### src/rtl/vrf_issue_seq.sv
// Single-op sequencer for the lane-parallel vector register file: walks element
// groups across the lanes for reads, then replays the lane mask as write enables.
module vrf_issue_seq #(
  parameter int els_p     = 32,
  parameter int vlen_p    = 8,
  parameter int lanes_p   = 4,
  parameter int exe_lat_p = 2,
  localparam int v_addr_w = $clog2(els_p),
  localparam int l_addr_w = $clog2(vlen_p),
  localparam int len_w    = $clog2(vlen_p + 1)
) (
  input  logic                          clk_i,
  input  logic                          reset_i,
  input  logic                          v_i,
  output logic                          ready_o,
  input  logic [v_addr_w-1:0]           rd_i,
  input  logic [v_addr_w-1:0]           rs0_i,
  input  logic [v_addr_w-1:0]           rs1_i,
  input  logic [v_addr_w-1:0]           rs2_i,
  input  logic [len_w-1:0]              len_i,
  output logic [lanes_p*v_addr_w-1:0]   r_reg0_addr_o,
  output logic [lanes_p*v_addr_w-1:0]   r_reg1_addr_o,
  output logic [lanes_p*v_addr_w-1:0]   r_reg2_addr_o,
  output logic [lanes_p*l_addr_w-1:0]   r_addr_o,
  output logic [lanes_p-1:0]            r_v_o,
  output logic [v_addr_w-1:0]           w_reg_addr_o,
  output logic [lanes_p*l_addr_w-1:0]   w_addr_o,
  output logic [lanes_p-1:0]            w_en_o,
  output logic                          done_o
);

  // Element base counter must hold one group past the last valid element.
  localparam int cnt_w  = $clog2(vlen_p + lanes_p + 1);
  localparam int dcnt_w = $clog2(exe_lat_p + 1);

  typedef enum logic [1:0] {IDLE, ISSUE, DRAIN} state_e;

  state_e                      state_q, state_d;
  logic [cnt_w-1:0]            base_q, base_d;
  logic [dcnt_w-1:0]           dcnt_q, dcnt_d;
  logic [len_w-1:0]            len_q, len_d;
  logic [len_w-1:0]            len_c;
  logic [v_addr_w-1:0]         rd_q, rd_d, rs0_q, rs0_d, rs1_q, rs1_d, rs2_q, rs2_d;
  logic                        done_q, done_d;
  logic [cnt_w-1:0]            e;

  logic [lanes_p-1:0]          r_v_q, r_v_d;
  logic [lanes_p*l_addr_w-1:0] r_addr_q, r_addr_d;
  logic [lanes_p*v_addr_w-1:0] rsel0_q, rsel0_d, rsel1_q, rsel1_d, rsel2_q, rsel2_d;

  logic [lanes_p-1:0]          wv_q [exe_lat_p];
  logic [lanes_p-1:0]          wv_d [exe_lat_p];
  logic [lanes_p*l_addr_w-1:0] wa_q [exe_lat_p];
  logic [lanes_p*l_addr_w-1:0] wa_d [exe_lat_p];

  always_comb begin
    state_d = state_q;
    base_d  = base_q;
    dcnt_d  = dcnt_q;
    len_d   = len_q;
    rd_d    = rd_q;
    rs0_d   = rs0_q;
    rs1_d   = rs1_q;
    rs2_d   = rs2_q;
    done_d  = 1'b0;
    len_c   = (len_i > len_w'(vlen_p)) ? len_w'(vlen_p) : len_i;
    unique case (state_q)
      IDLE: begin
        if (v_i) begin
          rd_d   = rd_i;
          rs0_d  = rs0_i;
          rs1_d  = rs1_i;
          rs2_d  = rs2_i;
          len_d  = len_c;
          base_d = '0;
          dcnt_d = '0;
          if (len_c == '0) done_d = 1'b1;
          else             state_d = ISSUE;
        end
      end
      ISSUE: begin
        if (base_q + cnt_w'(lanes_p) >= cnt_w'(len_q)) begin
          state_d = DRAIN;
          dcnt_d  = '0;
        end else begin
          base_d = base_q + cnt_w'(lanes_p);
        end
      end
      DRAIN: begin
        if (dcnt_q == dcnt_w'(exe_lat_p - 1)) begin
          state_d = IDLE;
          done_d  = 1'b1;
        end else begin
          dcnt_d = dcnt_q + dcnt_w'(1);
        end
      end
      default: state_d = IDLE;
    endcase
  end

  // Read-side outputs are registered: derive next cycle's group from next state.
  always_comb begin
    r_v_d    = '0;
    r_addr_d = '0;
    rsel0_d  = '0;
    rsel1_d  = '0;
    rsel2_d  = '0;
    e        = '0;
    if (state_d == ISSUE) begin
      rsel0_d = {lanes_p{rs0_d}};
      rsel1_d = {lanes_p{rs1_d}};
      rsel2_d = {lanes_p{rs2_d}};
      for (int i = 0; i < lanes_p; i++) begin
        e = base_d + cnt_w'(i);
        if (e < cnt_w'(len_d)) begin
          r_v_d[i]                         = 1'b1;
          r_addr_d[i*l_addr_w +: l_addr_w] = e[l_addr_w-1:0];
        end
      end
    end
  end

  always_comb begin
    wv_d[0] = r_v_q;
    wa_d[0] = r_addr_q;
    for (int k = 1; k < exe_lat_p; k++) begin
      wv_d[k] = wv_q[k-1];
      wa_d[k] = wa_q[k-1];
    end
  end

  always_ff @(posedge clk_i or posedge reset_i) begin
    if (reset_i) begin
      state_q  <= IDLE;
      base_q   <= '0;
      dcnt_q   <= '0;
      len_q    <= '0;
      rd_q     <= '0;
      rs0_q    <= '0;
      rs1_q    <= '0;
      rs2_q    <= '0;
      done_q   <= 1'b0;
      r_v_q    <= '0;
      r_addr_q <= '0;
      rsel0_q  <= '0;
      rsel1_q  <= '0;
      rsel2_q  <= '0;
      for (int k = 0; k < exe_lat_p; k++) begin
        wv_q[k] <= '0;
        wa_q[k] <= '0;
      end
    end else begin
      state_q  <= state_d;
      base_q   <= base_d;
      dcnt_q   <= dcnt_d;
      len_q    <= len_d;
      rd_q     <= rd_d;
      rs0_q    <= rs0_d;
      rs1_q    <= rs1_d;
      rs2_q    <= rs2_d;
      done_q   <= done_d;
      r_v_q    <= r_v_d;
      r_addr_q <= r_addr_d;
      rsel0_q  <= rsel0_d;
      rsel1_q  <= rsel1_d;
      rsel2_q  <= rsel2_d;
      for (int k = 0; k < exe_lat_p; k++) begin
        wv_q[k] <= wv_d[k];
        wa_q[k] <= wa_d[k];
      end
    end
  end

  assign ready_o       = (state_q == IDLE);
  assign r_v_o         = r_v_q;
  assign r_addr_o      = r_addr_q;
  assign r_reg0_addr_o = rsel0_q;
  assign r_reg1_addr_o = rsel1_q;
  assign r_reg2_addr_o = rsel2_q;
  assign w_en_o        = wv_q[exe_lat_p-1];
  assign w_addr_o      = wa_q[exe_lat_p-1];
  assign w_reg_addr_o  = rd_q;
  assign done_o        = done_q;

endmodule
### config.mk
export PLATFORM = sky130hd
export DESIGN_NAME = vrf_issue_seq
export DESIGN_NICKNAME = d
export VERILOG_FILES = /design/src/rtl/vrf_issue_seq.sv
export SDC_FILE = /design/constraint.sdc
export NUM_CORES = 1
export LEC_CHECK = 0
export CAP_MARGIN = 20
export CELL_PAD_IN_SITES_DETAIL_PLACEMENT = 0
export CELL_PAD_IN_SITES_GLOBAL_PLACEMENT = 2
export CORE_ASPECT_RATIO = 0.7
export CORE_UTILIZATION = 35
export CTS_BUF_LIST = sky130_fd_sc_hd__clkbuf_8 sky130_fd_sc_hd__clkbuf_16
export CTS_CLUSTER_DIAMETER = 80
export DETAILED_ROUTE_END_ITERATION = 7
export DONT_BUFFER_PORTS = 1
export MAX_ROUTING_LAYER = met4
export PLACE_DENSITY_LB_ADDON = 0.1
export SLEW_MARGIN = 15
export SYNTH_ARGS = -nofsm -noshare
export SYNTH_HDL_FRONTEND = slang
export SYNTH_SLANG_ARGS = --single-unit
### constraint.sdc
create_clock -name clk_i -period 3.5 [get_ports clk_i]
set_input_delay 0.35 -clock clk_i [delete_from_list [all_inputs] [get_ports clk_i]]
set_output_delay 0.35 -clock clk_i [all_outputs]
set_load 0.02 [all_outputs]
* Word-level counts from Yosys, hierarchy flattened
Index checks and enable logic that the tools add are counted.
** Operators by class
- Equal/unequal tests :: 7
- Reductions and logical operators :: 5
- Add/subtract/negate cells :: 5
- Order comparisons :: 6
- Multiplexer cells :: 38
** Operators with widths (number)
- 20-bit two-way mux :: 3
- 5-bit two-way mux :: 6
- 4-bit two-way mux :: 6
- 4-bit less-than comparator :: 4
- 2-bit two-way mux :: 7
- 12-bit two-way mux :: 1
- 3-bit two-way mux :: 4
- 2-bit case mux with 3 select lines :: 2
- 4-bit by 2-bit adder with 4-bit output (second input constant) :: 2
- 4-bit case mux with 2 select lines :: 1
- 1-bit two-way mux :: 7
- 2-bit by 1-bit equality test with 1-bit output (second input constant) :: 3
- 2-bit != test (second input constant) :: 3
- 4-bit by 1-bit adder with 4-bit output (second input constant) :: 1
- 4-bit by 3-bit adder with 4-bit output (second input constant) :: 1
- 4-bit >= comparator :: 1
- 4-bit > comparator (second input constant) :: 1
- 4-bit logical NOT :: 1
- 4-bit AND reduction :: 1
- 3-bit nonzero test :: 1
- 2-bit by 1-bit adder with 2-bit output (second input constant) :: 1
- 2-bit equality test (second input constant) :: 1
- 2-bit logical NOT :: 1
- 1-bit case mux with 2 select lines :: 1
- 2-bit AND reduction :: 1
** Storage, ports and cells
- Word-level logic and storage cells :: 79
- Input port bits :: 27
- Bits in registers :: 141
- Output and inout port bits :: 99

* Logic depth before layout (Yosys ltp)
- Word-level depth :: 8
- Gate-level depth with buffers :: 15
- Gate-level depth less buffers :: 14

* Worst setup path before layout
Ideal clock, no wire load.
- Kind :: register to register
- From :: register base_q[2]
- To :: register r_addr_q[11] (netlist: r_addr_o[11])
- Data arrival time :: 2.999 ns
- Library setup time :: 0.073 ns
- Buffers on the path :: 1
- Path slack :: 0.428 ns
- Stages on the path, launching flop included :: 16
- Period minus slack after synthesis :: 3.072 ns
- Required time :: 3.427 ns
- Cell sequence :: dfrtp_1 -> buf_2 -> xor2_1 -> ha_1 -> o211ai_1 -> o21ai_1 -> mux2i_1 -> ha_1 -> a31oi_1 -> or2_2 -> a21oi_1 -> xor2_1 -> ha_1 -> o21ai_0 -> nand3b_2 -> nor2b_1
** On the way
- Longest elaborated chain between the ends :: 8
- Elaborated cells between the ends (all ways) :: 12
- Classes of those cells :: 2 x add/sub; 2 x order compare; 1 x eq/ne; 7 x mux
** RTL lines
- start, declared :: RTL line 39 : logic [cnt_w-1:0] base_q, base_d;
- start signal, assigned :: RTL line 154 : base_q <= base_d;
- 4-bit by 3-bit adder with 4-bit output :: RTL line 82, 86
- 4-bit >= comparator :: RTL line 82 : if (base_q + cnt_w'(lanes_p) >= cnt_w'(len_q)) begin
- 4-bit two-way mux :: RTL line 82
- 4-bit case mux with 2 select lines (*) :: RTL line 67 : unique case (state_q)
- named net base_d[2] :: RTL line 39
- 4-bit by 2-bit adder with 4-bit output (*) :: RTL line 114 : e = base_d + cnt_w'(i);
- 4-bit less-than comparator :: RTL line 115 : if (e < cnt_w'(len_d)) begin
- 3-bit two-way mux (*) :: RTL line 115
- 12-bit two-way mux (*) :: RTL line 109 : if (state_d == ISSUE) begin
- named net r_addr_d[11] :: RTL line 48 : logic [lanes_p*l_addr_w-1:0] r_addr_q, r_addr_d;
- end signal, assigned :: RTL line 163 : r_addr_q <= r_addr_d;
- end, declared :: RTL line 48
Mark *: on every way through the listed nets, which the timed path passes. The rest lies on a longest branch.
A chain may end at the register's enable or synchronous reset.

* Final worst setup path
- From :: register base_q[2]
- To :: register r_addr_q[5] (netlist: r_addr_o[5])
** On the way
- Longest elaborated chain between the ends :: 8
- Elaborated cells between the ends (all ways) :: 12
- Classes of those cells :: 2 x add/sub; 2 x order compare; 1 x eq/ne; 7 x mux
** RTL lines (RTL line)
- 4-bit by 3-bit adder with 4-bit output :: 82, 86
- 4-bit >= comparator :: 82
- 4-bit two-way mux :: 82
- 4-bit case mux with 2 select lines :: 67
- 4-bit by 1-bit adder with 4-bit output :: 114
- 4-bit less-than comparator :: 115
- 3-bit two-way mux :: 115
- 12-bit two-way mux (*) :: 109
- named net r_addr_d[5] :: 48
Marked as above.

==> tab_implementation.tex <==
\begin{tabular}{lr}
\hline
Metric & Value \\
\hline
\multicolumn{2}{l}{\textbf{Synth}} \\
\quad Number of distinct standard cells referenced by the synthesized netlist & 40 \\
\quad Post-Synth XOR/XNOR Area & $\sim$1.3\% \\
\quad Register bit total from synthesis & 96 \\
\quad Simple-Gate Fraction of Synth Area & roughly an eighth \\
\quad Largest area contributor in the netlist & dfrtp\_1 \\
\quad Dominant cells by area after synthesis & dfrtp\_1, buf\_4, nand2\_1, ha\_1, a21oi\_1 \\
\quad Share of the synthesized area in the top cell type & 57.1\% \\
\quad Post-Syn Nets & 423 \\
\quad Share of synthesized cell area in full adder, half adder and majority cells & under 10\% \\
\quad Mapped cell area & approximately 4200 sq um \\
\quad Syn. warnings & 0 \\
\quad Fraction of synthesis flops using an asynchronous set or reset pin & 100\% \\
\quad Post-synth EDFFs & 0 \\
\quad Proportion of synthesized area in mux cells & around 2\% \\
\quad Syn avg cell area & approximately 11 sq um \\
\quad Syn Inst Count & 376 \\
\quad Complex-gate fraction of the synthesized area & under 10\% \\
\quad Sequential share of the synthesized area & 57.1\% \\
\quad Most instantiated flip-flop cell in the synthesis netlist & dfrtp\_1 \\
\quad Largest family of logic cells by synthesized area & buffers and inverters \\
\multicolumn{2}{l}{\textbf{Floorplan}} \\
\quad Cell Rows & 33 \\
\quad I/O pin count & approximately 130 \\
\quad Die X & around 130 um \\
\quad Initial core utilization & approximately 36\% \\
\quad Die outline height & 93.7 um \\
\quad Full die area & about 12000 sq um \\
\quad Standard cell core area & 11700 sq um \\
\multicolumn{2}{l}{\textbf{Worst setup path}} \\
\quad Start point of the critical path & base\_q[2] \\
\quad Reg2reg start & base\_q[2] \\
\quad Worst path slowest cell & dfrtp\_1 \\
\quad Bufs and invs on worst path & 1 \\
\quad Kind of cell adding the most delay to the critical path & compound AO/OA/AOI/OAI gates \\
\quad Critical path's largest stage delay & 460 ps \\
\quad Data required time of the worst path & 3780 ps \\
\quad Nature of the critical path endpoint & register \\
\quad Startpoint type of the worst setup path & register \\
\quad Maximum net fanout on the critical path & 8 \\
\quad Worst-case register-to-register setup slack & about 340 ps \\
\quad Cell-by-cell trace of the critical path & xor2\_1 -> ha\_1 -> o211ai\_1 -> o21ai\_2 -> buf\_4 -> mux2i\_4 -> nand3\_1 -> xnor2\_1 -> ha\_1 -> nand3\_1 -> a21oi\_1 -> a2111oi\_4 -> and2\_1 \\
\quad CP Data Arrival Time & $\sim$3400 ps \\
\quad Class of the most critical setup path & register to register \\
\multicolumn{2}{l}{\textbf{Pwr}} \\
\quad Overall power consumption & slightly below 0.005 W \\
\quad Sw Pwr & about 0.0021 W \\
\quad Leakage power of the design & 2.18 nW \\
\quad Register share of total power & 47.4\% \\
\quad Part of the total power dissipated in the clock network & 21.6\% \\
\quad Fraction of power consumed by combinational cells & around 31\% \\
\quad Peak supply drop & 310 uV \\
\quad Power per cell area & 1110 nW/um\^{}2 \\
\quad Internal power & 0.00267 W \\
\quad Fraction of power spent switching nets & between 40\% and 50\% \\
\multicolumn{2}{l}{\textbf{Worst hold path}} \\
\quad Worst min-delay path category & input port to asynchronous set/reset pin \\
\multicolumn{2}{l}{\textbf{Final layout}} \\
\quad Antenna fix cells & 0 \\
\quad Register area & approximately 2400 sq um \\
\quad Layout-stage area growth over the synthesis result & 2.56\% \\
\quad Total number of nets in the final design & around 380 \\
\quad Final instance count without filler cells & between 400 and 500 \\
\quad Fraction of final layout cells with drive strength greater than 1 & a little over an eighth \\
\quad Total area of multi-input combinational cells & between 1000 and 1500 sq um \\
\quad Layout fillers & between 1000 and 1500 \\
\quad Most common cell after layout, fill and taps aside & dfrtp\_1 \\
\quad Commonest cells after routing, fill and taps aside & dfrtp\_1, nand2\_1, a21oi\_1 \\
\multicolumn{2}{l}{\textbf{STA}} \\
\quad Final setup margin & between 300 and 400 ps \\
\quad Final-layout worst hold slack & around 30 ps \\
\quad Min Tclk post-route & 3160 ps \\
\quad Sum Neg Setup Slack & 0 ps \\
\quad Unrepaired setup endpoints after global routing & no \\
\quad Max-slew violation total from the final report & 0 \\
\quad Worst Max-Slew Pin Slew & roughly 800 ps \\
\quad Highest attainable clock frequency & around 0.32 GHz \\
\quad Share of the clock period used by the worst path & approximately 90\% \\
\quad Final Hold Fails & 0 \\
\quad Setup-failing EPs final & 0 \\
\quad Setup skew after layout & around 6.7 ps \\
\quad Slew HR & a little under half \\
\multicolumn{2}{l}{\textbf{Drt}} \\
\quad Met1 wire length & between 3 and 4 mm \\
\quad Detailed Routing Iterations Pass 1 & 4 \\
\quad Metal2 WL & 3.27 mm \\
\quad Detail Route met3 WL & between 400 and 500 um \\
\quad Sum of routed wire length over all layers & roughly 7.7 mm \\
\quad Avg WL per Cell & 15.6 um \\
\quad Number of DRC violations after detailed routing & 0 \\
\quad Max Used Layer & met4 \\
\quad Overall via count from detail\_route & 2208 \\
\quad Number of nets with antenna violations after routing & 0 \\
\quad Via/cell ratio & 4.51 \\
\quad Initial detailed-routing violation count & 70 \\
\multicolumn{2}{l}{\textbf{Placement}} \\
\quad Post-Place Cells & between 400 and 500 \\
\quad Input/output buffers & 0 \\
\quad Worst setup slack before clock tree synthesis & $\sim$170 ps \\
\quad Dpl hpwl & about 5.3 mm \\
\quad Global placer's final weighted congestion & 0.708 \\
\multicolumn{2}{l}{\textbf{Global route}} \\
\quad Number of global-route vias before repair & between 2000 and 2500 \\
\quad Antenna violations before repair & 0 \\
\quad Largest net degree at the start of global routing & between 60 and 70 \\
\quad Global router's overall resource usage & 14.0\% \\
\quad First-pass GRT wire length & about 13 mm \\
\quad Overflow left after global routing & 0 \\
\multicolumn{2}{l}{\textbf{Outcome}} \\
\quad Outcome & completed \\
\multicolumn{2}{l}{\textbf{Clock network}} \\
\quad Clock Sinks & 96 \\
\quad Hold buffer count at cts & 0 \\
\quad Clk buf depth & 2 \\
\quad Root buffer selected by CTS & clkbuf\_16 \\
\quad \# H-tree levels & 3 \\
\quad Cts bufs inserted & 9 \\
\quad Clock slew at the register clock pins of the worst setup and hold paths & around 70 ps \\
\quad Clock tree from TritonCTS & built \\
\quad Later-pin clock latency in the skew report & approximately 340 ps \\
\multicolumn{2}{l}{\textbf{Job}} \\
\quad Max-cap viol count & 0 \\
\hline
\end{tabular}
[synth_stat cells, types with 2 or more instances]
| cell | count |
|---|---|
| xnor2_1 | 3 |
| nand3b_1 | 4 |
| a21o_1 | 5 |
| nor2b_1 | 2 |
| nor2_1 | 13 |
| nand2_1 | 70 |
| buf_4 | 62 |
| clkbuf_1 | 6 |
| nand2b_1 | 2 |
| and2_1 | 7 |
| a31oi_1 | 2 |
| ha_1 | 20 |
| inv_1 | 17 |
| buf_2 | 3 |
| o211ai_2 | 2 |
| mux2i_4 | 2 |
| mux2i_1 | 4 |
| o21ai_0 | 7 |
| a21oi_1 | 22 |
| xor2_1 | 3 |
| nand3_1 | 5 |
| dfrtp_1 | 96 |
| o211ai_1 | 2 |
[worst register-to-register path: stages, from the launching register on]
cell       delay [ps]
dfrtp_1           460
xor2_1            190
ha_1              300
o211ai_1          120
o21ai_2           190
buf_4             150
mux2i_4           330
nand3_1           140
xnor2_1           150
ha_1              330
nand3_1           100
a21oi_1            60
a2111oi_4         400
and2_1            180
[area by class of cell]
type / count / share of cell area (%)
sequential: 96 / 55.7
multi-input combinational: 191 / 28.6
clock buffer: 9 / 5.22
tap: 157 / 4.56
clock inverter: 7 / 2.15
timing repair buffer: 12 / 2.09
inverter: 18 / 1.63
[cells by family (layout without fill, tap and decap cells)]
kind of cell	count (synthesis)	in the layout
buf+inv	89	46
simple gates	111	111
xor+xnor	6	6
compound gates	48	48
fa+ha+maj	20	20
mux	6	6
flops	96	96
[power by group through the flow]
stage / sequential, W / combinational (W) / clock [W]
global route: 0.00235 / 0.00172 / 0.00113
finish: 0.00228 / 0.00149 / 0.00104
CTS: 0.00229 / 0.00149 / 0.00107
floorplan: 0.00187 / 0.00190 / 0
detailed placement: 0.00231 / 0.00149 / 0
global placement: 0.00230 / 0.00147 / 0
[per-layer routing]
metal	global-route usage [%]	vias up
met5	-	-
met4	5.17	0
met3	4.15	11
met2	19.3	52
met1	19.3	1082
li1	-	1063
[per-stage QoR]
step	instance area, sq um	util [%]
after global routing	4310	36.9
after CTS	4300	36.8
after floorplan	4200	-
final	4310	36.9
after detailed placement	3980	34.1
after global placement	3980	34.1
[path summary, 6_finish.rpt]
kind | to | cells after the start
min in group clk_i | w_reg_addr_o[3] | 2
max | r_addr_o[5] | 13
min reg2reg | w_en_o[3] | 0
min | w_en_o[0] | 1
max reg2reg | r_addr_o[5] | 13
max in group asynchronous | w_reg_addr_o[4] | 2
[flip-flops by register name (all words and copies together), names as in the netlist, 4 cells and up]
register	flops
rs0_q	5
w_addr_o	12
r_v_o	4
r_reg0_addr_o	5
r_reg1_addr_o	5
base_q	4
r_reg2_addr_o	5
w_en_o	4
w_reg_addr_o	5
rs1_q	5
wa_d	12
rs2_q	5
r_addr_o	12
wv_d	4
len_q	4
[what timing repair did]
item / 4_1_cts / 5_1_grt
gates resized for setup: 0 / 1
endpoints found under the setup margin: 0 / 4
buffers inserted: 0 / 1
(Power assumes the default switching activity.)
